<file path="src/rtl/pool_pkg.sv">
// rtl/pool_pkg.sv - shared types and helpers for the 2x2 stride-2 pooling engine
package pool_pkg;

    typedef enum logic {
        AVG = 1'b0,
        MAX = 1'b1
    } pool_mode_e;

    typedef enum logic [1:0] {
        IDLE  = 2'd0,
        RUN   = 2'd1,
        DRAIN = 2'd2,
        DONE  = 2'd3
    } pool_state_e;

    // Counter width that never collapses to zero bits for tiny maps.
    function automatic int clog2_min1(input int n);
        return (n <= 2) ? 1 : $clog2(n);
    endfunction

endpackage

</file>
<file path="src/rtl/pool_reduce4.sv">
// rtl/pool_reduce4.sv - combinational 2x2 window reducer (floor average or signed max) for one lane
module pool_reduce4
    import pool_pkg::*;
#(
    parameter int DATA_W = 32
) (
    input  logic              mode,
    input  logic [DATA_W-1:0] a,
    input  logic [DATA_W-1:0] b,
    input  logic [DATA_W-1:0] c,
    input  logic [DATA_W-1:0] d,
    output logic [DATA_W-1:0] y
);

    logic signed [DATA_W+1:0] sum;
    logic signed [DATA_W+1:0] shifted;
    logic signed [DATA_W-1:0] max_ab;
    logic signed [DATA_W-1:0] max_cd;
    logic signed [DATA_W-1:0] max_all;

    always_comb begin
        // Two guard bits hold the 4-way sum; the arithmetic shift floors toward -inf.
        sum = {{2{a[DATA_W-1]}}, a} + {{2{b[DATA_W-1]}}, b}
            + {{2{c[DATA_W-1]}}, c} + {{2{d[DATA_W-1]}}, d};
        shifted = sum >>> 2;
        max_ab  = ($signed(a) > $signed(b)) ? a : b;
        max_cd  = ($signed(c) > $signed(d)) ? c : d;
        max_all = (max_ab > max_cd) ? max_ab : max_cd;
        y = (mode == MAX) ? max_all : shifted[DATA_W-1:0];
    end

endmodule

</file>
<file path="src/rtl/pool2d_stream.sv">
// rtl/pool2d_stream.sv - streaming 2x2 stride-2 max/avg pooling over a raster feature map with one line buffer
module pool2d_stream
    import pool_pkg::*;
#(
    parameter int DATA_W = 32,
    parameter int FM_W   = 6,
    parameter int FM_H   = 6,
    parameter int CH     = 1
) (
    input  logic                 clk,
    input  logic                 rst,
    input  logic                 start,
    input  logic                 mode,
    input  logic                 in_valid,
    output logic                 in_ready,
    input  logic [CH*DATA_W-1:0] in_data,
    output logic                 out_valid,
    input  logic                 out_ready,
    output logic [CH*DATA_W-1:0] out_data,
    output logic                 busy,
    output logic                 done
);

    localparam int PX_W  = CH * DATA_W;
    localparam int COL_W = clog2_min1(FM_W);
    localparam int ROW_W = clog2_min1(FM_H);
    localparam logic [COL_W-1:0] COL_LAST = COL_W'(FM_W - 1);
    localparam logic [ROW_W-1:0] ROW_LAST = ROW_W'(FM_H - 1);

    generate
        if ((FM_W % 2) != 0) begin : g_bad_fm_w
            $error("pool2d_stream: FM_W must be even");
        end
        if ((FM_H % 2) != 0) begin : g_bad_fm_h
            $error("pool2d_stream: FM_H must be even");
        end
    endgenerate

    pool_state_e      state_q, state_d;
    pool_mode_e       mode_q, mode_d;
    logic [ROW_W-1:0] row_q, row_d;
    logic [COL_W-1:0] col_q, col_d;
    logic             out_valid_q, out_valid_d;
    logic [PX_W-1:0]  out_data_q, out_data_d;
    logic             busy_q, busy_d;
    logic             done_q, done_d;
    logic [PX_W-1:0]  line_buf_q [FM_W];
    logic [PX_W-1:0]  line_buf_d [FM_W];
    logic [PX_W-1:0]  prev_px_q, prev_px_d;

    logic             in_hs;
    logic             out_hs;
    logic             last_px;
    logic             load;
    logic [COL_W-1:0] col_m1;
    logic [PX_W-1:0]  pooled;

    assign in_ready = (state_q == RUN) && !(out_valid_q && !out_ready);
    assign in_hs    = in_valid && in_ready;
    assign out_hs   = out_valid_q && out_ready;
    assign last_px  = (row_q == ROW_LAST) && (col_q == COL_LAST);
    assign load     = in_hs && row_q[0] && col_q[0];
    assign col_m1   = col_q - 1'b1;

    // Window: upper-left and upper-right from the line buffer, lower-left held, lower-right live.
    generate
        for (genvar k = 0; k < CH; k++) begin : g_lane
            pool_reduce4 #(.DATA_W(DATA_W)) u_reduce (
                .mode (mode_q == MAX),
                .a    (line_buf_q[col_m1][k*DATA_W +: DATA_W]),
                .b    (line_buf_q[col_q][k*DATA_W +: DATA_W]),
                .c    (prev_px_q[k*DATA_W +: DATA_W]),
                .d    (in_data[k*DATA_W +: DATA_W]),
                .y    (pooled[k*DATA_W +: DATA_W])
            );
        end
    endgenerate

    always_comb begin
        state_d     = state_q;
        mode_d      = mode_q;
        row_d       = row_q;
        col_d       = col_q;
        out_valid_d = out_valid_q;
        out_data_d  = out_data_q;
        line_buf_d  = line_buf_q;
        prev_px_d   = prev_px_q;

        case (state_q)
            IDLE: begin
                if (start) begin
                    state_d = RUN;
                    mode_d  = pool_mode_e'(mode);
                    row_d   = '0;
                    col_d   = '0;
                end
            end
            RUN:     if (in_hs && last_px) state_d = DRAIN;
            DRAIN:   if (!out_valid_q) state_d = DONE;
            DONE:    state_d = IDLE;
            default: state_d = IDLE;
        endcase

        if (in_hs) begin
            if (!row_q[0]) begin
                line_buf_d[col_q] = in_data;
            end else if (!col_q[0]) begin
                prev_px_d = in_data;
            end
            if (col_q == COL_LAST) begin
                col_d = '0;
                row_d = (row_q == ROW_LAST) ? '0 : row_q + 1'b1;
            end else begin
                col_d = col_q + 1'b1;
            end
        end

        if (load) begin
            out_valid_d = 1'b1;
            out_data_d  = pooled;
        end else if (out_hs) begin
            out_valid_d = 1'b0;
        end

        busy_d = (state_d == RUN) || (state_d == DRAIN);
        done_d = (state_d == DONE);
    end

    always_ff @(posedge clk) begin
        if (rst) begin
            state_q     <= IDLE;
            mode_q      <= AVG;
            row_q       <= '0;
            col_q       <= '0;
            out_valid_q <= 1'b0;
            out_data_q  <= '0;
            busy_q      <= 1'b0;
            done_q      <= 1'b0;
        end else begin
            state_q     <= state_d;
            mode_q      <= mode_d;
            row_q       <= row_d;
            col_q       <= col_d;
            out_valid_q <= out_valid_d;
            out_data_q  <= out_data_d;
            busy_q      <= busy_d;
            done_q      <= done_d;
        end
    end

    // Pixel storage is never read before the current frame rewrites it, so it skips reset.
    always_ff @(posedge clk) begin
        line_buf_q <= line_buf_d;
        prev_px_q  <= prev_px_d;
    end

    assign out_valid = out_valid_q;
    assign out_data  = out_data_q;
    assign busy      = busy_q;
    assign done      = done_q;

endmodule

</file>
<file path="config.mk">
export PLATFORM = sky130hd
export DESIGN_NAME = pool2d_stream
export DESIGN_NICKNAME = d
export VERILOG_FILES = /design/src/rtl/pool_pkg.sv /design/src/rtl/pool_reduce4.sv /design/src/rtl/pool2d_stream.sv
export SDC_FILE = /design/constraint.sdc
export NUM_CORES = 1
export LEC_CHECK = 0
export BUFFER_PORTS_ARGS = -buffer_cell sky130_fd_sc_hd__buf_2
export CAP_MARGIN = 20
export CORE_MARGIN = 2
export CORE_UTILIZATION = 50
export CTS_CLUSTER_DIAMETER = 200
export DETAILED_ROUTE_END_ITERATION = 10
export PLACE_DENSITY = 0.74
export SLEW_MARGIN = 20
export SYNTH_ARGS = -nofsm -noshare
export SYNTH_HDL_FRONTEND = slang
export SYNTH_SLANG_ARGS = --single-unit
</file>
<file path="constraint.sdc">
create_clock -name clk -period 7.52 [get_ports clk]
set_clock_uncertainty 0.15 [all_clocks]
set_input_delay 0.752 -clock clk [delete_from_list [all_inputs] [get_ports clk]]
set_output_delay 0.752 -clock clk [all_outputs]
set_load 0.02 [all_outputs]
</file>
==> impl_metrics.yaml <==
timing:
  worstMarginPinSlew_ns: 0.845
  fmax_mhz: 140
  period_minus_slack_ns: 7.14
  setup-tns-final_ns: 0
  rsz0062_at_grt: "false"
  slew_headroom_pct: 43.7
  finalWorstSetupSlack_ns: 0.383
  final-setup-viol-count: 0
  hold_viol: 0
  slew_viol_final: 0
  post-route-period-util_pct: 94.9
logic_synthesis:
  synth_flop_cell: "edfxtp_1"
  syn_inst: 1770
  yosysSeqAreaShare_pct: 40.6
  syn_area_per_cell_um2: 10.6
  synthTopCellsByArea: "edfxtp_1 (36%), ha_1 (11%), dfxtp_1 (4.7%)"
  synthDominantAreaCellType: "edfxtp_1"
  synth_area_mm2: 0.0187
  synth_edf_count: 224
  synth_common_cells: "edfxtp_1 (224), inv_1 (189), ha_1 (165)"
  ys_ff_latch: 268
  syn-num-nets: 2007
  synthMostInstantiatedCell: "edfxtp_1"
  netlist-cell-type-count: 76
  yosysWarnings: 0
  synth-async-reset-ratio_pct: 0
  synth_top_area_share_pct: 35.9
global_routing:
  grt_max_degree: 75
  grt_pass1_vias: 14100
  grt_pass1_wl_mm: 79.8
  antenna_found_initial: 2
  track_usage_pct: 26.6
  grt_overflow: 0
min_path:
  hp-class: "input port to flop"
placed_design:
  place_ws_ns: -0.00383
  portBuffers: 73
  gp_congestion: 0.947
  dp.final_hpwl_mm: 38.9
setup_path:
  worstPathMaxFanout: 21
  critPathKind: "flop to flop"
  crit_required_ns: 7.84
  end_kind: "flop"
  cp-start-kind: "flop"
  arrival_ns: 7.45
status:
  status: "completed"
clock_tree:
  htreeDepth: 1
  clkTransAtPathRegs_ns: 0.07
  clock_latency_ns: 0.59
  clock_path_buffers: 3
  cts_buffers: 29
  clkSinkCount: 268
  clockRootBuffer: "clkbuf_16"
  cts_tree: "yes"
die:
  core_area_mm2: 0.0367
  die_area_mm2: 0.0390
  rows: 70
  io_pins: 74
  start_util_pct: 51.0
  die_h_um: 197
  die_w_um: 197
drt:
  drtIter0Drc: 1342
  firstDrtPassIters: 5
  num_vias: 14600
  wirelength_mm: 52.3
  drtAntennaViolNets: 0
  viasPerCell: 6.21
  wl_per_cell_um: 22.3
  drc: 0
cells_and_area:
  drive_above_1_share_pct: 14.5
  final_util_pct: 57.1
  syn2layout_area_growth_pct: 11.9
  nets: 2089
  final.fill_count: 3054
  insertedDiodeCount: 0
run:
  drv_cap: 0
power:
  power.density_mw_per_mm2: 214
  p_leak_nw: 8.55
  vdd_drop_max_v: 0.000182
==> critical path, stage by stage, from the launching register on <==
cell and delay, ns:
dfxtp_4 0.40, clkinv_1 0.13, ha_4 0.42, buf_12 0.21, mux4_2 0.30, a22o_1 0.29
ha_1 0.40, nor3_1 0.24, o21ai_0 0.18, a2111o_1 0.53, a21o_1 0.23, a221oi_2 0.33
a211oi_1 0.13, o31a_1 0.30, xnor2_1 0.17, fa_1 0.51, inv_1 0.05, ha_1 0.24
a21o_1 0.21, nand2_1 0.07, nand2_1 0.07, a21o_1 0.20, or3b_2 0.44, o221ai_1 0.17
mux2_2 0.35, nor4b_1 0.31
==> flip-flops by register name, summed over array words and instances (netlist names) <==
| signal | cells |
|---|---|
| prev_px_q | 32 |
| line_buf_q | 192 |
| col_q | 3 |
| out_data | 32 |
| state_q | 2 |
| mode_q | 1 |
| done | 1 |
| busy | 1 |
| out_valid | 1 |
| row_q | 3 |
==> repair_timing <==
item | 4_1_cts | 5_1_grt
endpoints found under the setup margin | 0 | 7
resized for setup | 0 | 8
buffers inserted | 0 | 1
hold buffers | 0 | 0
==> cell type report <==
type,count,area (um2),area share (%)
multi-input combinational,1235,10200,48.6
sequential,268,7610,36.3
timing repair buffer,128,882,4.21
clock buffer,31,733,3.50
inverter,190,713,3.41
tap,468,586,2.80
clock inverter,23,245,1.17
==> routing by layer <==
metal | global-route usage (%) | up-vias | part of all wire, %
met5 | 0 | - | 0.019
met4 | 7.38 | 2 | 2.2
met3 | 5.00 | 78 | 9.6
met2 | 41.8 | 668 | 44
met1 | 37.7 | 7045 | 44
li1 | - | 6767 | -
==> layout by cell type (no fill, tap or decap), types with 29 or more instances in the layout <==
cell type / synthesis / layout
edfxtp_1: 224 / 224
inv_1: 189 / 189
ha_1: 165 / 164
nor2_1: 138 / 138
a21oi_1: 93 / 92
a22oi_1: 86 / 86
nand2_1: 74 / 74
buf_2: 10 / 73
mux2i_1: 67 / 67
buf_4: 2 / 47
dfxtp_1: 44 / 43
o21ai_0: 41 / 41
nand3_1: 38 / 38
a22o_1: 36 / 36
fa_1: 34 / 34
mux4_2: 32 / 32
xnor2_1: 32 / 31
clkbuf_16: 0 / 30
a21o_1: 29 / 29
==> stage by stage <==
step                total power [mW]  hold slack (ns)  cell area, um2  instances
floorplan                       2.65            0.339           18700       1770
global route                    4.69            0.219           20900       2343
finish                          4.47            0.224           20900       2343
CTS                             4.46            0.208           20900       2341
global placement                2.97            0.284           19900       2287
detailed placement              2.99            0.294           19900       2287
==> where the power goes <==
part           internal (mW)  switching [mW]  total (mW)
clock                  0.848           0.622        1.47
combinational          0.563           0.815        1.38
sequential              1.62         0.00545        1.62
==> path summary, 6_finish.rpt <==
check | cells after the start | slack [ns] | endpoint | startpoint
min | 2 | 0.22 | row_q[2] | start
max | 25 | 0.38 | out_data[31] | col_q[0]
max reg2reg | 25 | 0.38 | out_data[31] | col_q[0]
min reg2reg | 2 | 0.29 | out_data[18] | out_data[18]
==> cell families after synthesis <==
family | share of synthesized area (%)
AOI/OAI and AO/OA | 16.8
xor gates and xnor gates | 2.34
adders and majority gates | 14.7
buffers and inverters | 5.62
DFF | 40.6
muxes | 9.42
and+or+nand+nor | 10.5
No activity file was read; power rests on OpenSTA's default activity.
